$ cat src/rtl/pwm_generator.sv
// Duty-cycle PWM with prescaled step counter, one-hot duty capture and
// double-buffered duty update applied only on period boundaries.
module pwm_generator #(
  parameter int WORD_LENGTH = 8,
  parameter int PRESCALE    = 1,
  parameter bit INVERT      = 1'b0
) (
  input  logic                               clk,
  input  logic                               reset,
  input  logic                               enable,
  input  logic [WORD_LENGTH-1:0]             duty_onehot,
  input  logic                               duty_load,
  output logic                               pwm_out,
  output logic [$clog2(WORD_LENGTH+1)-1:0]   duty_level,
  output logic                               period_end,
  output logic                               load_pending
);

  localparam int LVL_W = $clog2(WORD_LENGTH + 1);
  localparam int PS_W  = (PRESCALE > 1) ? $clog2(PRESCALE) : 1;
  localparam int ST_W  = (WORD_LENGTH > 1) ? $clog2(WORD_LENGTH) : 1;

  logic [PS_W-1:0]  presc_q, presc_d;
  logic [ST_W-1:0]  step_q, step_d;
  logic [LVL_W-1:0] shadow_q, shadow_d;
  logic [LVL_W-1:0] level_q, level_d;
  logic             pending_q, pending_d;

  logic             tick;
  logic             boundary;
  logic [LVL_W-1:0] dec_level;

  assign tick     = enable && (presc_q == PS_W'(PRESCALE - 1));
  assign boundary = tick && (step_q == ST_W'(WORD_LENGTH - 1));

  // Highest set bit wins, so malformed one-hot input still decodes sanely.
  always_comb begin
    dec_level = '0;
    for (int unsigned i = 0; i < WORD_LENGTH; i++) begin
      if (duty_onehot[i]) dec_level = LVL_W'(i + 1);
    end
  end

  always_comb begin
    presc_d   = presc_q;
    step_d    = step_q;
    shadow_d  = shadow_q;
    level_d   = level_q;
    pending_d = pending_q;

    if (tick) begin
      presc_d = '0;
      if (step_q == ST_W'(WORD_LENGTH - 1)) step_d = '0;
      else                                  step_d = step_q + 1'b1;
    end else if (enable) begin
      presc_d = presc_q + 1'b1;
    end

    if (boundary && pending_q) begin
      level_d   = shadow_q;
      pending_d = 1'b0;
    end

    // A load coinciding with a boundary re-arms pending after the old value is applied.
    if (duty_load) begin
      shadow_d  = dec_level;
      pending_d = 1'b1;
    end
  end

  always_ff @(posedge clk or posedge reset) begin
    if (reset) begin
      presc_q   <= '0;
      step_q    <= '0;
      shadow_q  <= '0;
      level_q   <= '0;
      pending_q <= 1'b0;
    end else begin
      presc_q   <= presc_d;
      step_q    <= step_d;
      shadow_q  <= shadow_d;
      level_q   <= level_d;
      pending_q <= pending_d;
    end
  end

  assign pwm_out      = (enable && (LVL_W'(step_q) < level_q)) ^ INVERT;
  assign duty_level   = level_q;
  assign period_end   = boundary;
  assign load_pending = pending_q;

endmodule

$ cat config.mk
export PLATFORM = sky130hd
export DESIGN_NAME = pwm_generator
export DESIGN_NICKNAME = d
export VERILOG_FILES = /design/src/rtl/pwm_generator.sv
export SDC_FILE = /design/constraint.sdc
export NUM_CORES = 1
export LEC_CHECK = 0
export CORE_UTILIZATION = 45
export CTS_CLUSTER_DIAMETER = 120
export DETAILED_ROUTE_END_ITERATION = 16
export GPL_TIMING_DRIVEN = 0
export PLACE_DENSITY = 0.79
export SKIP_LAST_GASP = 1
export SYNTH_ARGS = -nofsm -noshare
export SYNTH_HDL_FRONTEND = slang
export SYNTH_SLANG_ARGS = --single-unit
$ cat constraint.sdc
create_clock -name clk -period 1.6 [get_ports clk]
set_clock_uncertainty 0.1 [all_clocks]
set_input_delay 0.16 -clock clk [delete_from_list [all_inputs] [get_ports clk]]
set_output_delay 0.16 -clock clk [all_outputs]
set_load 0.05 [all_outputs]
* Word-level counts from Yosys, hierarchy flattened
Index checks and enable logic that the tools add are counted.
** Word-level totals
- Logic and storage cells :: 29
- Register bits :: 13
** Operators by class
- Muxes and demuxes :: 13
- Reductions and logical operators :: 6
- Eq/ne operators :: 1
- Bitwise gates (word level) :: 1
- Magnitude comparators :: 1
- Add/subtract/negate cells :: 2
** Operator list (number)
- 2-to-1 mux 4 bit :: 6
- 2-to-1 mux 1 bit :: 5
- logical AND 1 bit :: 4
- less-than comparator 3 x 4 -> 1 bit :: 1
- nonzero test 2 bit :: 2
- adder 3 x 1 -> 3 bit, second input constant :: 1
- == test 3 bit, second input constant :: 1
- 2-to-1 mux 3 bit :: 1
- 2-to-1 mux 2 bit :: 1
- adder 1 bit, second input constant :: 1
- NOT 1 bit :: 1

* Depth between registers and ports, before layout
- Word-level depth :: 8
- Depth in mapped cells :: 4
- Depth with buffers taken out :: 4

* Least setup slack after synthesis
Ideal clock, no wire load.
- Path type :: reg2out
- Start point :: register level_q[1] (netlist: duty_level[1])
- End point :: output pwm_out
- Arrival :: 1.504 ns
- Buffers on the path :: 0
- Slack :: -0.164 ns
- Stages on the path, launching flop included :: 5
- Path through :: dfrtp_1 -> inv_1 -> ha_1 -> a21oi_1 -> o311a_2
** Between the ends
- Word-level cells in the longest chain between the ends :: 2
** RTL lines
- from (decl) :: RTL line 26 : logic [LVL_W-1:0] level_q, level_d;
- from (signal assigned) :: RTL line 82 : level_q <= level_d;
- less-than comparator 3 x 4 -> 1 bit :: RTL line 87 : assign pwm_out = (enable && (LVL_W'(step_q) < level_q)) ^ INVERT;
- logical AND 1 bit :: RTL line 87
- to (decl) :: RTL line 13 : output logic pwm_out,
Every way passes these cells.

* Worst setup path after layout
- Start point :: register step_q[1]
- End point :: output pwm_out
** Between the ends
- Word-level cells in the longest chain between the ends :: 2
** RTL lines
- from (decl) :: RTL line 24 : logic [ST_W-1:0] step_q, step_d;
- from (signal assigned) :: RTL line 80 : step_q <= step_d;
- less-than comparator 3 x 4 -> 1 bit :: RTL line 87
- logical AND 1 bit :: RTL line 87
Every way passes these cells.

==> summary.md <==
| Metric | Value |
|---|---|
| Worst-skew pair later-pin latency | `0.28 ns` |
| Comb power frac | `56.7%` |
| Clock buffer depth | `2` |
| Arrival time at the worst endpoint | `approximately 1.5 ns` |
| Post-route antenna net violation count | `0` |
| Cell-internal power | `0.0009636 W` |
| Final period demand of the worst path | `between 1.5 and 2 ns` |
| Total die area | `around 1700 sq um` |
| Largest family of logic cells by synthesized area | `simple AND/OR/NAND/NOR gates` |
| CP max-delay cell | `sky130_fd_sc_hd__dfrtp_1` |
| Pin count of the biggest net entering global routing | `14` |
| Top cells by area in the synthesized netlist | `sky130_fd_sc_hd__dfrtp_1 48%, sky130_fd_sc_hd__ha_1 7.4%, sky130_fd_sc_hd__mux2_4 6.7%` |
| Post-Synthesis Net Count | `76` |
| Leakage dissipation | `0.4723 nW` |
| Fin cells | `100` |
| Maximum clock frequency | `0.5655 GHz` |
| Synth warn | `0` |
| Clock root buffer | `sky130_fd_sc_hd__clkbuf_4` |
| Worst hold margin | `0.1041 ns` |
| Sequential cell fraction of total power | `a little under a third` |
| Number of fillers in the final layout | `~110` |
| DR iter-0 viols | `2` |
| Kind of end point of the critical path | `primary output` |
| Critical Path Fanout Max | `3` |
| Critical path's largest stage delay | `0.44 ns` |
| Total net switching power | `between 0.0007 and 0.0008 W` |
| Library cells used by synthesis | `21` |
| Weighted congestion reported at the end of routability-driven placement | `0.6458` |
| TritonCTS Buffers | `3` |
| # diodes | `0` |
| Synthesized area divided by synthesized cell count | `11.26 sq um` |
| Compound-Gate Fraction of Synth Area | `approximately 11%` |
| Clock network fraction of design power | `between 10% and 20%` |
| Standard-cell rows | `13` |
| Critical path launch point type | `register` |
| Ports placed on the boundary | `19` |
| Slew of the pin with the lowest slew margin | `0.4964 ns` |
| Aggregate routed wire length | `roughly 1400 um` |
| Post-Syn Instances | `60` |
| # nets final | `~100` |
| Number of buffers added to fix hold violations after cts | `0` |
| Required time at the endpoint of the critical path | `approximately 1.3 ns` |
| Cell count of the worst reg-to-reg path | `5` |
| Share of the synthesized netlist area taken by xor and xnor gates | `0%` |
| Detail-routed via count per cell | `just over 5` |
| Height of the chip | `a little over 40 um` |
| Count of endpoints failing setup in the final report | `5` |
| Global-route wire length before repair | `between 2000 and 2500 um` |
| Fraction of the mapped netlist area in simple logic gates | `14.63%` |
| Clock slew at reported path FFs | `around 0.08 ns` |
| TritonRoute pass-1 iters | `4` |
| Ordered cell list for the critical path | `ha_4 > a21oi_2 > o311a_4 > buf_8` |
| Category of the most critical setup path | `reg -> out` |
| CTS tree | `built` |
| Worst vdd rail ir drop | `0.8395 mV` |
| Hold violation count in the final report | `0` |
| Area of the core | `~1400 sq um` |
| Fraction of layout cells with a size suffix above 1 | `approximately a third` |
| Final period util | `110.5%` |
| Placement Setup Slack | `-0.5538 ns` |
| Hold Crit Class | `in -> async` |
| Total power draw | `roughly 0.0017 W` |
| Unrepaired setup endpoints after global routing | `yes` |
| Global route total overflow | `0` |
| Synth Area in Adders | `under 10%` |
| Switching share of power | `about 43%` |
| CTS Sinks | `13` |
| Summed instance area of the synthesized netlist | `approximately 680 sq um` |
| Largest area contributor in the netlist | `sky130_fd_sc_hd__dfrtp_1` |
| Max-slew violation count | `0` |
| Number of antenna violations at the first check in global routing | `0` |
| Horiz. Die Dim | `40.75 um` |
| DRC violations left | `0` |
| Mux share of post-synthesis cell area | `a little over an eighth` |
| Vias after detailed routing | `around 510` |
| Max_cap viols | `0` |
| IO Port Bufs | `18` |
| GR Util All Layers | `between 10% and 20%` |
| Failing checks | `setup timing` |
| Outcome | `complete, but fails checks` |
| Relative max-transition margin | `66.87%` |
| Average detailed-routed wire length per instance | `approximately 14 um` |
| Number of synthesized register bits | `13` |
| Maximum level of the CTS H-tree | `1` |
| Via count of the first global-routing pass | `460` |
| Final core utilization | `between 70 and 80%` |
| Cell Count Post-Placement | `93` |
| Share of Yosys cell area claimed by the top area cell type | `around 48%` |
| P&R area growth vs syn | `45.00%` |
| Power density normalized to cell area | `1731 nW/um^2` |
| Effective utilization at floorplan | `between 50% and 60%` |
| Final HPWL DP | `between 900 and 1000 um` |
| Fraction of the yosys area taken by sequential cells | `48.15%` |
| Worst Slack Setup Final | `-0.1684 ns` |
==> area by class of cell <==
class	instances	area (sq um)	share of cell area, %
Clock inverter	1	5.005	0.5109
Clock buffer	3	22.52	2.299
Tap cell	15	18.77	1.916
Sequential cell	13	327.8	33.46
Inverter	10	37.54	3.831
Multi-Input combinational cell	37	361.6	36.91
Timing Repair Buffer	21	206.4	21.07
==> metal layers <==
metal  global-route usage, %  vias up  share of wire, %
met5                       0        -                 0
met4                   12.50        0               1.4
met3                   6.522        2               3.1
met2                   31.75       19                52
met1                   23.02      236                43
li1                        -      252                 -
==> layout by cell type (no fill, tap or decap), types with 3 or more instances in the layout <==
| master | instances |
|---|---|
| sky130_fd_sc_hd__nor2_1 | 5 |
| sky130_fd_sc_hd__buf_4 | 3 |
| sky130_fd_sc_hd__clkdlybuf4s50_1 | 11 |
| sky130_fd_sc_hd__dfrtp_1 | 11 |
| sky130_fd_sc_hd__mux2_4 | 3 |
| sky130_fd_sc_hd__inv_1 | 8 |
| sky130_fd_sc_hd__o21ai_0 | 3 |
| sky130_fd_sc_hd__dlygate4sd2_1 | 5 |
| sky130_fd_sc_hd__mux2_2 | 3 |
| sky130_fd_sc_hd__clkbuf_4 | 3 |
| sky130_fd_sc_hd__nand2b_1 | 4 |
==> worst paths after layout <==
kind	to	startpoint	slack [ns]
worst max-delay path	pwm_out	step_q[1]	-0.17
worst min-delay path	step_q[1]	reset	0.10
worst max register to register	duty_level[2]	step_q[1]	-0.01
worst min register to register	duty_level[1]	shadow_q[1]	0.42
max in group asynchronous	duty_level[1]	reset	0.93
min in group clk	shadow_q[0]	duty_onehot[6]	0.35
==> power groups by stage <==
stage | Sequential, W | Clock, W | Combinational [W]
3_5_place_dp | 0.000533 | 0 | 0.000814
3_3_place_gp | 0.000524 | 0 | 0.000787
5_1_grt | 0.000544 | 0.000230 | 0.00104
2_1_floorplan | 0.000702 | 0 | 0.000392
6_report | 0.000527 | 0.000207 | 0.000962
4_1_cts | 0.000521 | 0.000208 | 0.000816
==> cells by family after synthesis <==
| family | count (synthesis) |
|---|---|
| mux | 7 |
| buf+inv | 10 |
| compound gates | 11 |
| fa+ha+maj | 4 |
| flops | 13 |
| simple gates | 15 |
==> registers in the layout, indices dropped and copies added (netlist names) <==
name / cells
presc_q: 1
step_q: 3
shadow_q: 4
load_pending: 1
duty_level: 4
==> Yosys cell counts <==
cell	n
sky130_fd_sc_hd__a21o_1	1
sky130_fd_sc_hd__a21oi_1	2
sky130_fd_sc_hd__a221o_1	1
sky130_fd_sc_hd__a31oi_1	1
sky130_fd_sc_hd__and2b_2	1
sky130_fd_sc_hd__dfrtp_1	13
sky130_fd_sc_hd__ha_1	4
sky130_fd_sc_hd__inv_1	10
sky130_fd_sc_hd__mux2_2	3
sky130_fd_sc_hd__mux2_4	3
sky130_fd_sc_hd__mux2i_1	1
sky130_fd_sc_hd__nand2_1	2
sky130_fd_sc_hd__nand2b_1	4
sky130_fd_sc_hd__nand3_4	1
sky130_fd_sc_hd__nand3b_1	1
sky130_fd_sc_hd__nor2_1	5
sky130_fd_sc_hd__nor2b_4	1
sky130_fd_sc_hd__o21ai_0	3
sky130_fd_sc_hd__o22ai_1	1
sky130_fd_sc_hd__o311a_2	1
sky130_fd_sc_hd__o31a_1	1
==> per-stage QoR <==
step / cell area, sq um / TNS, ns
2_1_floorplan: 688.2 / 0
3_3_place_gp: 887.1 / -1.044
3_5_place_dp: 887.1 / -1.111
4_1_cts: 914.6 / -0.3348
5_1_grt: 979.7 / -0.4392
6_report: 979.7 / -0.2091
==> worst max-delay path, delay by kind of cell (launching register included) <==
| family | cells | cell delay [ns] |
|---|---|---|
| AOI/OAI and AO/OA | 2 | 0.36 |
| DFF | 1 | 0.44 |
| adders and majority gates | 1 | 0.29 |
| buffers and inverters | 1 | 0.15 |
==> timing repair <==
action | CTS | global route
buffers inserted | 1 | 2
setup endpoints to repair | 7 | 2
pin swaps | 0 | 3
gates resized for setup | 18 | 12
Power figures use the tool's default switching activity.
